==> src/rtl/icache_resp.sv <==
// Instruction-cache responder: forwards fetch addresses to memory and buffers returned
// words in a credit-limited FIFO; a flush empties the FIFO and drops in-flight returns.
module icache_resp #(
    parameter int DATA_W = 32,
    parameter int XLEN   = 32,
    parameter int DEPTH  = 2
) (
    input  logic              clk_i,
    input  logic              rst_i,
    input  logic              flush_i,
    input  logic [XLEN-1:0]   addr_i,
    input  logic              addr_valid_i,
    output logic              addr_ready_o,
    output logic [DATA_W-1:0] data_o,
    output logic              data_valid_o,
    input  logic              data_ready_i,
    output logic              mem_req_o,
    output logic [XLEN-1:0]   mem_addr_o,
    input  logic              mem_gnt_i,
    input  logic              mem_rvalid_i,
    input  logic [DATA_W-1:0] mem_rdata_i
);

    // state | meaning
    // RUN   | normal operation, addresses forwarded while credit remains
    // FLUSH | waiting for pre-flush returns to drain; all returns discarded

    localparam int PW = (DEPTH > 1) ? $clog2(DEPTH) : 1;
    localparam int CW = $clog2(DEPTH + 1);
    localparam logic [CW:0] DEPTH_C = (CW+1)'(DEPTH);

    typedef enum logic {RUN, FLUSH} state_t;

    typedef struct packed {
        logic [DATA_W-1:0] data;
        logic              valid;
    } icache_out_t;

    state_t            state_q, state_d;
    logic [CW-1:0]     count_q, count_d;
    logic [CW-1:0]     outst_q, outst_d;
    logic [CW-1:0]     drop_q, drop_d;
    logic [PW-1:0]     wr_ptr_q, rd_ptr_q;
    logic [DATA_W-1:0] fifo_q [DEPTH];
    logic              credit_ok, accept, ret, push, pop;
    icache_out_t       out_s;

    // Credit uses registered occupancy only, so a pop this cycle frees nothing until next.
    assign credit_ok    = ({1'b0, count_q} + {1'b0, outst_q}) < DEPTH_C;
    assign mem_req_o    = addr_valid_i && (state_q == RUN) && credit_ok && !flush_i && !rst_i;
    assign mem_addr_o   = addr_i;
    assign addr_ready_o = mem_req_o && mem_gnt_i;
    assign accept       = addr_ready_o;
    assign ret          = mem_rvalid_i && (outst_q != '0);

    assign out_s.data   = fifo_q[rd_ptr_q];
    assign out_s.valid  = (count_q != '0) && !rst_i;
    assign data_o       = out_s.data;
    assign data_valid_o = out_s.valid;
    assign pop          = out_s.valid && data_ready_i;

    always_comb begin
        state_d = state_q;
        count_d = count_q;
        drop_d  = drop_q;
        push    = 1'b0;
        outst_d = outst_q + CW'(accept) - CW'(ret);
        if (flush_i) begin
            // No accept is possible here, so everything still owed becomes drop.
            count_d = '0;
            drop_d  = outst_q - CW'(ret);
            state_d = (drop_d != '0) ? FLUSH : RUN;
        end else begin
            if (ret) begin
                if (drop_q != '0) begin
                    drop_d = drop_q - CW'(1);
                end else begin
                    push = 1'b1;
                end
            end
            count_d = count_q + CW'(push) - CW'(pop);
            if ((state_q == FLUSH) && (drop_d == '0)) begin
                state_d = RUN;
            end
        end
    end

    always_ff @(posedge clk_i) begin
        if (rst_i) begin
            state_q  <= RUN;
            count_q  <= '0;
            outst_q  <= '0;
            drop_q   <= '0;
            wr_ptr_q <= '0;
            rd_ptr_q <= '0;
        end else begin
            state_q <= state_d;
            count_q <= count_d;
            outst_q <= outst_d;
            drop_q  <= drop_d;
            if (flush_i) begin
                wr_ptr_q <= '0;
                rd_ptr_q <= '0;
            end else begin
                if (push) wr_ptr_q <= wr_ptr_q + PW'(1);
                if (pop)  rd_ptr_q <= rd_ptr_q + PW'(1);
            end
        end
    end

    always_ff @(posedge clk_i) begin
        if (push) fifo_q[wr_ptr_q] <= mem_rdata_i;
    end

    // A return with nothing outstanding is a memory-side protocol error.
    assert property (@(posedge clk_i) disable iff (rst_i) !(mem_rvalid_i && (outst_q == '0)));

endmodule

==> config.mk <==
export PLATFORM = sky130hd
export DESIGN_NAME = icache_resp
export DESIGN_NICKNAME = d
export VERILOG_FILES = /design/src/rtl/icache_resp.sv
export SDC_FILE = /design/constraint.sdc
export NUM_CORES = 1
export LEC_CHECK = 0
export ABC_AREA = 1
export ABC_CLOCK_PERIOD_IN_PS = 3760
export BUFFER_PORTS_ARGS = -buffer_cell sky130_fd_sc_hd__buf_2
export CELL_PAD_IN_SITES_DETAIL_PLACEMENT = 0
export CELL_PAD_IN_SITES_GLOBAL_PLACEMENT = 1
export CORE_MARGIN = 2
export CORE_UTILIZATION = 37
export DETAILED_ROUTE_END_ITERATION = 7
export PLACE_DENSITY_LB_ADDON = 0.1
export SLEW_MARGIN = 10
export SYNTH_ARGS = -nofsm -noshare
export SYNTH_HDL_FRONTEND = slang
export SYNTH_SLANG_ARGS = --single-unit
==> constraint.sdc <==
create_clock -name clk_i -period 3.76 [get_ports clk_i]
set_clock_uncertainty 0.2 [all_clocks]
set_input_delay 0.752 -clock clk_i [delete_from_list [all_inputs] [get_ports clk_i]]
set_output_delay 0.752 -clock clk_i [all_outputs]
set_load 0.02 [all_outputs]
==> metrics.md <==
| Metric | Value |
|---|---|
| Status | completed |
| Cell Area, Placed | about 0.0034 mm² |
| Crit start category | flip-flop |
| Final-report setup violation count | 0 |
| DR vias | 1702 |
| Worst-path clk slew | 0.08 ns |
| Most area-consuming cells after synthesis | edfxtp_1 (61%), mux2_2 (11%), buf_4 (7.6%), dfxtp_1 (6.4%), nand2_1 (1.9%) |
| Total global-route track usage | 0.127 |
| Critical path endpoint category | primary output |
| Synth unique cells | 23 |
| Clock Latency Late Sink | between 0.3 and 0.4 ns |
| Via/cell ratio | around 4.6 |
| Fin area | 0.00357 mm² |
| Hold Path Cell Cnt | 2 |
| Initial antenna violation count | 0 |
| Max-cap violations | 0 |
| Max transition margin | 0.439 |
| Crit Reg-Reg Startpoint | outst_q[1]$_SDFF_PP0_ |
| Gpl congestion | ~0.74 |
| # diodes | 0 |
| Worst slack at placement | 1.07 ns |
| Req. time, crit path | about 2.8 ns |
| # nets final | 338 |
| Final Hold Viols | 0 |
| Worst EP arrival | approximately 1.9 ns |
| H-tree levels | 3 |
| Fillcell total | roughly 800 |
| Resize count post-CTS | 0 |
| P per Cell Area | about 520 mW/mm² |
| Num CTS Buffers | 9 |
| TritonRoute pass-1 iters | 2 |
| GRT overflow | 0 |
| Worst hold-check path type | flip-flop to flip-flop |
| Top FF cell, synth | edfxtp_1 |
| Non-filler cells in the finished layout | roughly 370 |
| Drc violations | 0 |
| Fin. max-slew vios | 0 |
| Deepest clock path buffer count | 2 |
| Critical path class | flip-flop to primary output |
| Synth area leader | edfxtp_1 |
| Site Rows | 33 |
| RSZ-0062 raised after global routing | false |
| FF-to-FF path depth | 7 |
| Yosys warns | 0 |
| Syn avg cell area | around 15 µm² |
| Seq/Total Area, Yosys | 0.675 |
| Net Count, Synth | 288 |
| Number of post-CTS setup repair buffers | 0 |
| Minimum clock period | between 2 and 3 ns |
| CP max FO | 5 |
| Final TNS setup | 0 ns |
| Total Power | between 1.5 and 2 mW |
| Post-synth EDFFs | between 60 and 70 |
| Maximum clock rate | 0.347 GHz |
| CP startpoint | outst_q[1]$_SDFF_PP0_ |
| CTS Root Cell | clkbuf_8 |
| First-pass GRT wire length | 8370 µm |
| Count of boundary I/O pins | 138 |
| Layout overhead on the synthesized area | 13.5% |
| WL final | between 5000 and 6000 µm |
| Number of DRC markers in iteration 0 | 28 |
| Clock sink total | 74 |
| Worst hold start | wr_ptr_q$_SDFFE_PP0P_ |
| Synth top area share | 0.611 |
| Fraction of registers with async set/reset | 0 |
| Final ANT Viol Nets | 0 |
| CTS tree | yes |
| Tcrit/Tclk final | 0.766 |
| Top-count cell post-synth | edfxtp_1 |
| Synth Register Bits | 74 |
| Pin count of the biggest net entering global routing | 33 |
| Worst-margin pin slew | roughly 0.84 ns |
| Die area | slightly above 0.009 mm² |
| Post-CTS Hold Fix Bufs | 0 |
| Buffers on Ports | 73 |
| Core region area | 0.00822 mm² |
| Setup ws final | 0.881 ns |
| Layout cells sized above 1 | 0.483 |
| Syn Inst Count | 212 |
| Starting density of the core | 0.383 |
| Synthesized area | 0.00314 mm² |
| Detailed Place HPWL | between 3000 and 4000 µm |
| DR WL/cell | between 15 and 20 µm |
| Synth top cells by count | edfxtp_1 (64), buf_4 (32), mux2_2 (30) |
| Vias in the first global route | 1705 |
| Leakage | about 1.4 nW |
| Placed insts | roughly 360 |
| Chip Height | between 90 and 100 µm |
| Chip width | between 90 and 100 µm |
| Max IR drop VDD | around 0.00020 V |
## path summary, 6_finish.rpt
path                            to  slack (ns)
max                   addr_ready_o        0.88
max reg2reg  outst_q[1]$_SDFF_PP0_        1.67
min reg2reg  wr_ptr_q$_SDFFE_PP0P_        0.27
min          wr_ptr_q$_SDFFE_PP0P_        0.27
## worst max-delay path, stage by stage (launching register included)
cell     delay, ns
dfxtp_1       0.44
fa_1          0.46
nor2_1        0.12
nand3_1       0.09
nor3b_1       0.26
buf_2         0.22
## per-layer routing
| layer | vias to the layer above | share of wire | routed length [µm] | global-route usage |
|---|---|---|---|---|
| met4 | 0 | 0.068 | 386 | 0.121 |
| li1 | 812 | - | - | - |
| met2 | 59 | 0.45 | 2580 | 0.201 |
| met3 | 50 | 0.082 | 468 | 0.0305 |
| met5 | - | 0 | 0 | 0 |
| met1 | 781 | 0.40 | 2280 | 0.138 |
## flip-flops by register name, summed over array words and instances, names as in the netlist, named ones only
register  cells
count_q       2
drop_q        2
fifo_q       64
outst_q       2
rd_ptr_q      1
state_q       1
wr_ptr_q      1
## kinds of logic after synthesis
group	after synthesis	share of synthesized area
DFF	74	0.675
buffers and inverters	51	0.107
and+or+nand+nor	37	0.0545
muxes	32	0.117
AOI/OAI and AO/OA	10	0.0159
adders and majority gates	5	0.0223
xor gates and xnor gates	3	0.00836
## area by class of cell
| type | count | area (µm²) | area share |
|---|---|---|---|
| Sequential cell | 74 | 2120 | 0.595 |
| Multi-Input combinational cell | 87 | 693 | 0.194 |
| Timing Repair Buffer | 75 | 380 | 0.107 |
| Clock buffer | 11 | 141 | 0.0396 |
| Tap cell | 105 | 131 | 0.0368 |
| Inverter | 15 | 56.3 | 0.0158 |
| Clock inverter | 5 | 40.0 | 0.0112 |
## stage by stage
| step | utilization | hold slack, ns |
|---|---|---|
| 2_1_floorplan | - | 0.240 |
| 3_3_place_gp | 0.412 | 0.277 |
| 3_5_place_dp | 0.412 | 0.262 |
| 4_1_cts | 0.434 | 0.273 |
| 5_1_grt | 0.434 | 0.315 |
| 6_report | 0.434 | 0.265 |
## cells in the final DEF, fill, tap and decap left out, types with 2 or more instances in the layout
| master | Yosys | routed |
|---|---|---|
| buf_2 | 0 | 73 |
| edfxtp_1 | 64 | 64 |
| mux2_2 | 30 | 30 |
| nand2_1 | 16 | 16 |
| inv_1 | 15 | 15 |
| nor2_1 | 12 | 11 |
| clkbuf_8 | 0 | 10 |
| dfxtp_1 | 10 | 9 |
| a21oi_1 | 6 | 6 |
| o21ai_0 | 4 | 4 |
| ha_1 | 4 | 4 |
| clkinvlp_4 | 0 | 3 |
| nor2_4 | 1 | 2 |
| nand3_1 | 2 | 2 |
| mux2_4 | 2 | 2 |
| or2_2 | 2 | 2 |
| xnor2_1 | 2 | 2 |
| clkinv_4 | 0 | 2 |
| buf_4 | 32 | 2 |
## power by group
| group | leakage, nW | internal [mW] | switching, mW |
|---|---|---|---|
| logic | 0.612 | 0.128 | 0.202 |
| clock network | 0.0818 | 0.260 | 0.294 |
| registers | 0.658 | 0.962 | 0.0269 |
Note: power is estimated with default switching activity, not from simulation.
